===== config.mk =====
export PLATFORM = sky130hd
export DESIGN_NAME = i2c_arbiter
export DESIGN_NICKNAME = d
export VERILOG_FILES = /design/src/rtl/i2c_arbiter.sv
export SDC_FILE = /design/constraint.sdc
export NUM_CORES = 1
export LEC_CHECK = 0
export ABC_AREA = 1
export BUFFER_PORTS_ARGS = -buffer_cell sky130_fd_sc_hd__buf_2
export CAP_MARGIN = 20
export CORE_AREA = 2 2 130 132
export DETAILED_ROUTE_END_ITERATION = 12
export DIE_AREA = 0 0 132 134
export MAX_ROUTING_LAYER = met4
export PLACE_DENSITY = 0.68
export SKIP_CTS_REPAIR_TIMING = 1
export SLEW_MARGIN = 20
export SYNTH_ARGS = -nofsm -noshare
export SYNTH_HDL_FRONTEND = slang
export SYNTH_SLANG_ARGS = --single-unit

===== constraint.sdc =====
create_clock -name clk -period 2.4 [get_ports clk]
set_clock_uncertainty 0.05 [all_clocks]
set_input_delay 0.36 -clock clk [delete_from_list [all_inputs] [get_ports clk]]
set_output_delay 0.36 -clock clk [all_outputs]
set_load 0.05 [all_outputs]

===== src/rtl/i2c_arbiter.sv =====
// i2c_arbiter: round-robin sharing of one i2c_master among N_REQ requesters, one whole transaction per grant.
module i2c_arbiter #(
  parameter int N_REQ = 4,
  parameter int LAUNCH_TIMEOUT = 1000
) (
  input  logic                clk,
  input  logic                rst,
  input  logic [N_REQ-1:0]    req,
  input  logic [8*N_REQ-1:0]  cl_addr_w_rw,
  input  logic [16*N_REQ-1:0] cl_sub_addr,
  input  logic [N_REQ-1:0]    cl_sub_len,
  input  logic [24*N_REQ-1:0] cl_byte_len,
  input  logic [8*N_REQ-1:0]  cl_data_write,
  output logic [N_REQ-1:0]    gnt,
  output logic [7:0]          cl_data_out,
  output logic [N_REQ-1:0]    cl_valid_out,
  output logic [N_REQ-1:0]    cl_req_data_chunk,
  output logic [N_REQ-1:0]    done,
  output logic [N_REQ-1:0]    err,
  output logic [7:0]          m_addr_w_rw,
  output logic [15:0]         m_sub_addr,
  output logic                m_sub_len,
  output logic [23:0]         m_byte_len,
  output logic [7:0]          m_data_write,
  output logic                m_req_trans,
  input  logic [7:0]          m_data_out,
  input  logic                m_valid_out,
  input  logic                m_req_data_chunk,
  input  logic                m_busy,
  input  logic                m_nack
);
  localparam int PW = $clog2(N_REQ);
  localparam int WW = $clog2(LAUNCH_TIMEOUT + 1);
  typedef enum logic [1:0] {IDLE, LAUNCH, ACTIVE, FINISH} state_t;
  state_t state, state_n;
  logic [PW-1:0] ptr, ptr_n, own, own_n, pick;
  logic [WW-1:0] wd, wd_n;
  logic nack_seen, nack_n, load;
  always_comb begin
    pick = '0;
    for (int k = N_REQ - 1; k >= 0; k--)
      if (req[PW'((int'(ptr) + k) % N_REQ)]) pick = PW'((int'(ptr) + k) % N_REQ);
  end
  always_comb begin
    state_n = state;
    ptr_n = ptr;
    own_n = own;
    wd_n = wd;
    nack_n = nack_seen;
    load = 1'b0;
    case (state)
      IDLE: if (|req) begin
        state_n = LAUNCH;
        own_n = pick;
        ptr_n = (pick == PW'(N_REQ - 1)) ? '0 : pick + 1'b1;
        wd_n = '0;
        nack_n = 1'b0;
        load = 1'b1;
      end
      LAUNCH: if (m_busy) state_n = ACTIVE;
        else if (wd == WW'(LAUNCH_TIMEOUT - 1)) begin
          state_n = FINISH;
          nack_n = 1'b1;
        end else wd_n = wd + 1'b1;
      ACTIVE: begin
        if (m_busy && m_nack) nack_n = 1'b1;
        if (!m_busy) state_n = FINISH;
      end
      default: state_n = IDLE;
    endcase
  end
  always_ff @(posedge clk) begin
    if (rst) begin
      state <= IDLE;
      ptr <= '0;
      own <= '0;
      wd <= '0;
      nack_seen <= 1'b0;
      m_addr_w_rw <= '0;
      m_sub_addr <= '0;
      m_sub_len <= 1'b0;
      m_byte_len <= '0;
    end else begin
      state <= state_n;
      ptr <= ptr_n;
      own <= own_n;
      wd <= wd_n;
      nack_seen <= nack_n;
      if (load) begin
        m_addr_w_rw <= cl_addr_w_rw[{pick, 3'b0} +: 8];
        m_sub_addr <= cl_sub_addr[{pick, 4'b0} +: 16];
        m_sub_len <= cl_sub_len[pick];
        m_byte_len <= cl_byte_len[pick * 24 +: 24];
      end
    end
  end
  // gnt holds through FINISH so the status pulse lands on the owner
  assign gnt = (state == IDLE) ? '0 : N_REQ'(1) << own;
  assign m_req_trans = state == LAUNCH;
  assign done = (state == FINISH && !nack_seen) ? gnt : '0;
  assign err = (state == FINISH && nack_seen) ? gnt : '0;
  assign cl_data_out = m_data_out;
  assign cl_valid_out = {N_REQ{m_valid_out}} & gnt;
  assign cl_req_data_chunk = {N_REQ{m_req_data_chunk}} & gnt;
  assign m_data_write = (state == IDLE) ? '0 : cl_data_write[{own, 3'b0} +: 8];
endmodule


# Word level (Yosys, flattened, before mapping)
# Index checks and enable logic that the tools add are counted.
dict set report word_totals {
  regBits 66
  input_bits 246
  output_inout_bits 86
}
dict set report classes {
  n_addsub 5
  multipliers 1
  n_lt_le_gt_ge 5
  n_eq_ne 12
  shifts 5
  muxes 39
  n_bitwise 2
  n_reduce_logical 12
}
# cell n
set op_table {}
lappend op_table {{$shiftx A96 B8 Y24} 1}
lappend op_table {{$shiftx A32 B6 Y8} 2}
lappend op_table {{$shiftx A64 B7 Y16} 1}
lappend op_table {{$mux W10} 3}
lappend op_table {{$pmux W10 S2} 1}
lappend op_table {{$mux W2} 9}
lappend op_table {{$lt A2 B4 Y1 const B} 4}
lappend op_table {{$mux W1} 15}
lappend op_table {{$mux W4} 3}
lappend op_table {{$add A10 B1 Y10 const B} 1}
lappend op_table {{$bmux W1 S2} 5}
lappend op_table {{$eq A10 B10 Y1 const B} 1}
lappend op_table {{$ne A2 B2 Y1 const B} 5}
lappend op_table {{$and A4 B4 Y4} 2}
lappend op_table {{$mux W8} 1}
lappend op_table {{$eq A2 B2 Y1 const B} 3}
lappend op_table {{$pmux W2 S3} 1}
lappend op_table {{$reduce_and A5 Y1} 1}
lappend op_table {{$add A2 B1 Y2 const B} 2}
lappend op_table {{$add A2 B2 Y2 const B} 2}
lappend op_table {{$mul A2 B2 Y4 const B} 1}
lappend op_table {{$reduce_and A4 Y1} 1}
lappend op_table {{$reduce_or A4 Y1} 1}
lappend op_table {{$shl A1 B2 Y4 const A} 1}
lappend op_table {{other kinds (12)} 14}

# Depth between registers and ports, before layout
# Gate-level depths: netlist of run 1.
dict set report logic_depth {
  ltp_word 10
  mapped_depth 16
  ltp_nobuf 14
}

# Worst setup path before layout of run 1
# OpenSTA, ideal clock, no wires.
dict set report synth_path {
  kind {flip-flop to output port}
  start {register state[0]}
  end {output cl_req_data_chunk[2]}
  arrival_time_ns 2.452
  required_time_ns 1.990
  slack_ns -0.462
  stages_incl_launch_ff 7
  n_path_buf 1
  path_cell_list {dfxtp_1 inv_1 ha_1 clkbuf_1 nor2_1 inv_1 nor2_1}
}
dict set report synth_via {
  elab_chain_cells 3
}
# element line_no
set synth_rtl {}
lappend synth_rtl {{start: declaration} 35} ;# state_t state, state_n;
lappend synth_rtl {{start signal: assignment} 84} ;# state <= state_n;
lappend synth_rtl {{$logic_not A2 Y1} 98} ;# assign gnt = (state == IDLE) ? '0 : N_REQ'(1) << own;
lappend synth_rtl {{$mux W4} 98}
lappend synth_rtl {{named net gnt[2]} 14} ;# output logic [N_REQ-1:0] gnt,
lappend synth_rtl {{$and A4 B4 Y4} 104} ;# assign cl_req_data_chunk = {N_REQ{m_req_data_chunk}} & gnt;
lappend synth_rtl {{end: declaration} 17} ;# output logic [N_REQ-1:0] cl_req_data_chunk,
# The timed path passes the listed nets, and every way through them passes these cells.

# Worst setup path in the final report of run 1
dict set report layout_path {
  start {register state[0]}
  end {output err[2]}
}
dict set report layout_via {
  elab_chain_cells 3
}
# element line_no
set layout_rtl {}
lappend layout_rtl {{$logic_not A2 Y1 / $eq A2 B2 Y1 (equally long branches)} {98, 101}}
lappend layout_rtl {{$mux W4 / $logic_and A1 B1 Y1 (equally long branches)} {98, 101}}
lappend layout_rtl {{$mux W4 *} 101} ;# assign err = (state == FINISH && nack_seen) ? gnt : '0;
lappend layout_rtl {{end: declaration} 19} ;# output logic [N_REQ-1:0] err,
# Mark *: on every way between the ends. The rest lies on a longest branch, timed or not.

==> flow_summary_export.csv, run 1 <==
group,metric,value,unit
setup_path,slowest_delay,400,ps
synth,synth_nets,1349,
power,p_comb_frac,0.726,
setup_path,cp.required,1990,ps
sta,rsz0062_at_grt,"no",
synth,synth_top_family_by_area,"simple AND/OR/NAND/NOR gates",
power,power_frac_seq,0.154,
place,gp_congestion,0.9021,
power,ir_drop,0.8281,mV
synth,synth-seq-cells,66,
clock_network,numCtsBuffers,9,
power,switching_power,0.006292,W
sta,drv_slew,0,
sta,tightestPinTransition,430.7,ps
synth,syn_inst,1097,
power,p_per_area,1394,nW/um^2
drt,vias,7386,
sta,max_freq,449.3,MHz
sta,setup_slack,174.2,ps
synth,yosysSeqAreaShare,0.2257,
global_routing,grt_pass1_vias,6662,
clock_network,clkLatencyLatePin,330,ps
setup_path,crit_fanout,10,
layout,mostFrequentLayoutCells,"buf_2, inv_1, nand3_1",
drt,drt_pass1_iterations,5,
drt,wl,20.04,mm
global_routing,overflow,0,
sta,slew_headroom,0.7129,
clock_network,clk_pin_slew_worst_paths,60,ps
synth,ys_types,28,
place,place_ws,345.7,ps
drt,vias_per_cell,4.599,
sta,layout_worst_path_cycle_share,0.9274,
floorplan,die_w,132,um
power,switching_share,0.5657,
setup_path,crit_chain,"inv_1, ha_1, buf_4, nor2_2, inv_1, nor2_1, buf_2",
clock_network,clock_path_buffers,2,
floorplan,io_pins,332,
global_routing,grt_max_degree,51,
synth,synthSimpleGateAreaFrac,0.4663,
floorplan,start_util,0.3594,
run,maxCapViolations,0,
layout,final_nets,1632,
floorplan,die_h,134,um
setup_path,slowest_stage,"dfxtp_1",
setup_path,path_common_cell,"inv_1",
drt,wl_per_cell,12.48,um
layout,syn_to_final_growth,36.33,%
setup_path,worstSetupPathType,"reg2out",
power,clkPwrFrac,0.121,
setup_path,arrival,1820,ps
sta,finalHoldViolCount,0,
clock_network,htreeDepth,3,
drt,first_iter_violations,590,
drt,drcViolationCount,0,
setup_path,crit_path_end_kind,"primary output",
synth,synthXorXnorAreaFrac,0.002992,
synth,synth_fa_ha_area_frac,0.01282,
power,internal_power,0.004831,W
place,io_buffer_count,315,
synth,synth_area_per_cell,5.337,um^2
drt,ant_nets,0,
layout,layout_commonest_cell,"buf_2",
clock_network,cts_root_buffer,"clkbuf_16",
global_routing,antenna_found_initial,1,
floorplan,dieArea,17690,um^2
place,place_area,7674,um^2
synth,synth_mux_area_frac,0,
sta,setup_violations,0,
synth,yosysWarnings,0,
layout,fin_area,7981,um^2
synth,synth_compound_area_frac,0.05151,
clock_network,cts_sinks,66,
global_routing,grt_pass1_wl,31.95,mm
floorplan,coreArea,16290,um^2
worst_hold_path,min_path_type,"in2reg",
setup_path,cp-start-kind,"flip-flop",
clock_network,cts_tree,"yes",
power,p_leak,5.152,nW
place,place_hpwl,15.33,mm
synth,synth.cell_area,5854,um^2
floorplan,num_rows,47,
sta,fin_crit,2226,ps
layout,drive_gt1_frac,0.2664,
run_status,status,"completed",
global_routing,grtUsageTotal,0.2272,
## final timing paths
check | cells after the start | slack [ps] | startpoint | end
setup reg to reg | 12 | 340 | ptr[0]$_SDFFE_PP0P_ | m_sub_addr[5]$_SDFFE_PP0P_
hold / removal | 4 | 330 | rst | ptr[0]$_SDFFE_PP0P_
hold reg to reg | 2 | 420 | wd[8]$_SDFFE_PP0P_ | wd[8]$_SDFFE_PP0P_
setup / recovery | 7 | 170 | state[0]$_SDFFE_PP0P_ | err[2]
## sequential cells by signal (all words and copies together) (netlist names)
name         cells
m_sub_len        1
ptr              2
wd              10
m_sub_addr      16
own              2
m_addr_w_rw      8
m_byte_len      24
state            2
nack_seen        1
## metal layers
metal  part of all wire  GRT usage  up-vias
li1                   -          -     3871
met1               0.43     0.2782     3230
met2               0.48     0.3843      259
met3              0.065    0.04157       26
met4              0.016    0.06280        0
met5                  0          -        -
## worst max-delay path: cells and delay by family (launching register included)
kind          cells  cell delay, ps
simple gates      2             210
buf+inv           4             630
flops             1             400
fa+ha+maj         1             240
## logic make-up after synthesis
| family | Yosys count |
|---|---|
| adder cells (fa/ha/maj) | 6 |
| buffers and inverters | 349 |
| flip-flops | 66 |
| XOR/XNOR | 2 |
| AO/OA/AOI/OAI | 51 |
| AND/OR/NAND/NOR | 623 |
## stage by stage
step           utilization  TNS [ps]  hold WS [ps]  instances  power (W)
2_1_floorplan            -     -1648         394.3       1097   0.007741
3_3_place_gp        0.4711         0         405.8       1589   0.009738
3_5_place_dp        0.4711         0         409.7       1589   0.009782
4_1_cts             0.4897         0         320.2       1605    0.01117
5_1_grt             0.4900         0         354.7       1606    0.01211
6_report            0.4900         0         330.1       1606    0.01112
## cell usage after synthesis
library cell,instances,area share
nor3b_1,2,0.0026
nand3b_1,1,0.0013
nand3_1,256,0.22
clkbuf_1,17,0.011
ha_1,6,0.013
inv_2,3,0.0019
inv_1,277,0.18
nand4_1,4,0.0043
nor2_1,132,0.085
nor3_1,7,0.0060
o21ai_0,7,0.0060
buf_6,3,0.0058
o21ai_2,1,0.0015
nand2b_1,1,0.0011
nand2_2,3,0.0032
dfxtp_1,66,0.23
buf_4,11,0.014
clkinv_1,1,0.00064
nand2_1,213,0.14
a21oi_1,26,0.022
nor4_1,1,0.0011
xor2_1,2,0.0030
nand3_4,1,0.0030
nand2_4,2,0.0038
o21a_1,1,0.0013
buf_1,9,0.0058
buf_2,28,0.024
a22oi_1,16,0.021
## power groups by stage
stage	clock network (W)	registers [W]	logic [W]
after floorplan	0	0.00281	0.00493
final	0.00134	0.00171	0.00807
after detailed placement	0	0.00172	0.00806
after global placement	0	0.00171	0.00802
after CTS	0.00138	0.00171	0.00808
after global routing	0.00143	0.00176	0.00892
## final cells by class
cell class	instances	area [um^2]
timing repair buffer	340	1889
tap	220	275.3
clock inverter	1	5.005
fill	1772	8308
antenna	1	2.502
sequential	66	1321
clock buffer	15	297.8
multi-input combinational	682	3134
inverter	281	1056
Power figures use the tool's default switching activity.
==> run 2: changes to the inputs <==
Settings changed: CELL_PAD_IN_SITES_DETAIL_PLACEMENT from default to 0, CELL_PAD_IN_SITES_GLOBAL_PLACEMENT from default to 1, CORE_AREA 2 2 130 132 to default, CORE_ASPECT_RATIO from default to 1.4, CORE_MARGIN from default to 2, CORE_UTILIZATION from default to 28, DIE_AREA 0 0 132 134 to default, GPL_TIMING_DRIVEN from default to 0, PLACE_DENSITY 0.68 to default, PLACE_DENSITY_LB_ADDON from default to 0.1, SETUP_SLACK_MARGIN from default to 0.05.
==> run 2 against run 1 <==
  * Fmax fell by 1.1%
  * Largest power group unchanged
  * Critical endpoint is now cl_valid_out[2]
  * Non-clock buffer count increased by 51
  * Critical path depth unchanged
  * Highest routed layer unchanged
==> flow_summary_export.csv, run 2 (synthesis results as in run 1) <==
group,metric,value,unit
sta,tns,0,ps
sta,setup_violations,0,
setup_path,crit_path_end_kind,"primary output",
run,maxCapViolations,0,
drt,vias_per_cell,4.401,
global_routing,grt_max_degree,12,
sta,fin_crit,2250,ps
drt,wl_per_cell,14.04,um
floorplan,num_rows,62,
layout,mostFrequentLayoutCells,"buf_2, inv_1, nand3_1",
setup_path,arrival,1840,ps
layout,fin_area,8160,um^2
power,total_power,0.01143,W
clock_network,clock_path_buffers,2,
global_routing,grtUsageTotal,0.2157,
layout,fin_cells,1695,
layout,top_regs,"m_byte_len: 24 flops, m_sub_addr: 16 flops, wd: 10 flops",
worst_hold_path,min_path_type,"in2reg",
setup_path,timing.rr.start,"ptr[0]$_SDFFE_PP0P_",
floorplan,coreArea,20560,um^2
setup_path,r2r-end,"m_sub_addr[10]$_SDFFE_PP0P_",
power,p_leak,5.225,nW
drt,first_iter_violations,365,
place,place_area,7816,um^2
clock_network,cts_tree,"yes",
layout,fin_util,0.3970,
global_routing,grt_pass1_wl,36.97,mm
drt,drcViolationCount,0,
drt,ant_nets,0,
place,place_hpwl,19.00,mm
setup_path,cp.required,1990,ps
power,ir_drop,0.4559,mV
sta,tightestPinTransition,642.0,ps
setup_path,cp-start-kind,"flip-flop",
layout,syn_to_final_growth,39.39,%
setup_path,path_delay_family,"buffers and inverters",
sta,finalHoldViolCount,0,
floorplan,start_util,0.2848,
sta,rsz0062_at_grt,"yes",
place,dp_cells,1676,
layout,drive_gt1_frac,0.2841,
layout,layout_commonest_cell,"buf_2",
drt,drt_pass1_iterations,7,
place,io_buffer_count,323,
sta,slew_headroom,0.5720,
layout,final_nets,1683,
floorplan,io_pins,332,
drt,vias,7459,
floorplan,dieArea,22100,um^2
sta,max_freq,444.4,MHz
layout,nFillCells,2444,
setup_path,worstRegToRegCells,16,
setup_path,crit_chain,"inv_1, ha_1, buf_2, nor2_2, inv_1, nor2_2, buf_2",
run_status,status,"completed",
setup_path,cp.buffers_inverters,4,
setup_path,slowest_stage,"dfxtp_2",
global_routing,grt_pass1_vias,7224,
clock_network,htreeDepth,3,
floorplan,die_h,175.1,um
clock_network,cts_root_buffer,"clkbuf_16",
floorplan,die_w,126.2,um
clock_network,clk_pin_slew_worst_paths,60,ps
clock_network,clkLatencyLatePin,340,ps
worst_hold_path,whs_path_depth,7,
place,gp_congestion,0.8310,
sta,drv_slew,0,
worst_hold_path,hold_start,"cl_sub_addr[59]",
worst_hold_path,hold_end,"m_sub_addr[11]$_SDFFE_PP0P_",
clock_network,numCtsBuffers,9,
clock_network,cts_sinks,66,
global_routing,antenna_found_initial,3,
layout,regMostFlops,"m_byte_len",
layout,largest_reg_flops,24,
drt,wl,23.80,mm
sta,layout_worst_path_cycle_share,0.9375,
setup_path,worstSetupPathType,"reg2out",
power,p_per_area,1401,nW/um^2
setup_path,crit_fanout,10,
setup_path,slowest_delay,370,ps
setup_path,rrSetupSlack,190,ps
global_routing,overflow,0,
-- run 2: cell count changes in the layout (fill, tap and decap cells not counted), moves of 6 or more --
| cell | delta |
|---|---|
| buf_1 | +9 |
| buf_12 | -10 |
| buf_2 | +30 |
| clkbuf_1 | +13 |
| clkbuf_4 | +6 |
| nor2_1 | -9 |
| nor2_2 | +9 |
-- run 2: worst max-delay path by stage --
stage / startpoint / endpoint / cells past startpoint
floorplan: state[0]$_SDFFE_PP0P_ / cl_req_data_chunk[2] / 6
global placement: wd[0]$_SDFFE_PP0P_ / wd[6]$_SDFFE_PP0P_ / 10
detailed placement: wd[0]$_SDFFE_PP0P_ / wd[6]$_SDFFE_PP0P_ / 10
CTS: state[0]$_SDFFE_PP0P_ / err[3] / 7
global route: state[1]$_SDFFE_PP0P_ / cl_valid_out[2] / 7
finish: state[0]$_SDFFE_PP0P_ / cl_valid_out[2] / 7
-- run 2: area by class of cell --
type,instances,area (um^2),share of cell area
timing repair buffer,323,1624,0.1990
multi-input combinational,682,3154,0.3865
buffer,68,369.1,0.04523
clock buffer,12,256.5,0.03143
inverter,281,1055,0.1293
clock inverter,4,50.05,0.006133
antenna,3,7.507,0.0009200
sequential,66,1324,0.1622
tap,256,320.3,0.03925
-- run 2: worst min-delay path, stage by stage --
cell,delay [ps]
buf_2,80
inv_1,30
nand2_1,50
nand3_1,60
nand3_1,60
nand2_1,40
inv_1,40
-- run 2: metrics by stage --
step	setup WS [ps]	hold slack, ps
floorplan	-42.21	394.3
global placement	186.6	406.4
detailed placement	177.8	410.9
CTS	-50.65	358.8
global route	17.09	391.5
finish	149.9	359.8
-- run 2: power by group --
| part | internal, W | switching, W |
|---|---|---|
| Clock | 0.000860 | 0.000520 |
| Combinational | 0.00239 | 0.00593 |
| Sequential | 0.00150 | 0.000231 |
| Total | 0.00475 | 0.00669 |
-- run 2: metal layers --
| layer | track usage | vias to the layer above | share of wire |
|---|---|---|---|
| met5 | - | - | 0 |
| met4 | 0.05174 | 0 | 0.015 |
| met1 | 0.2419 | 3239 | 0.41 |
| met3 | 0.04562 | 20 | 0.061 |
| li1 | - | 3983 | - |
| met2 | 0.3889 | 217 | 0.52 |
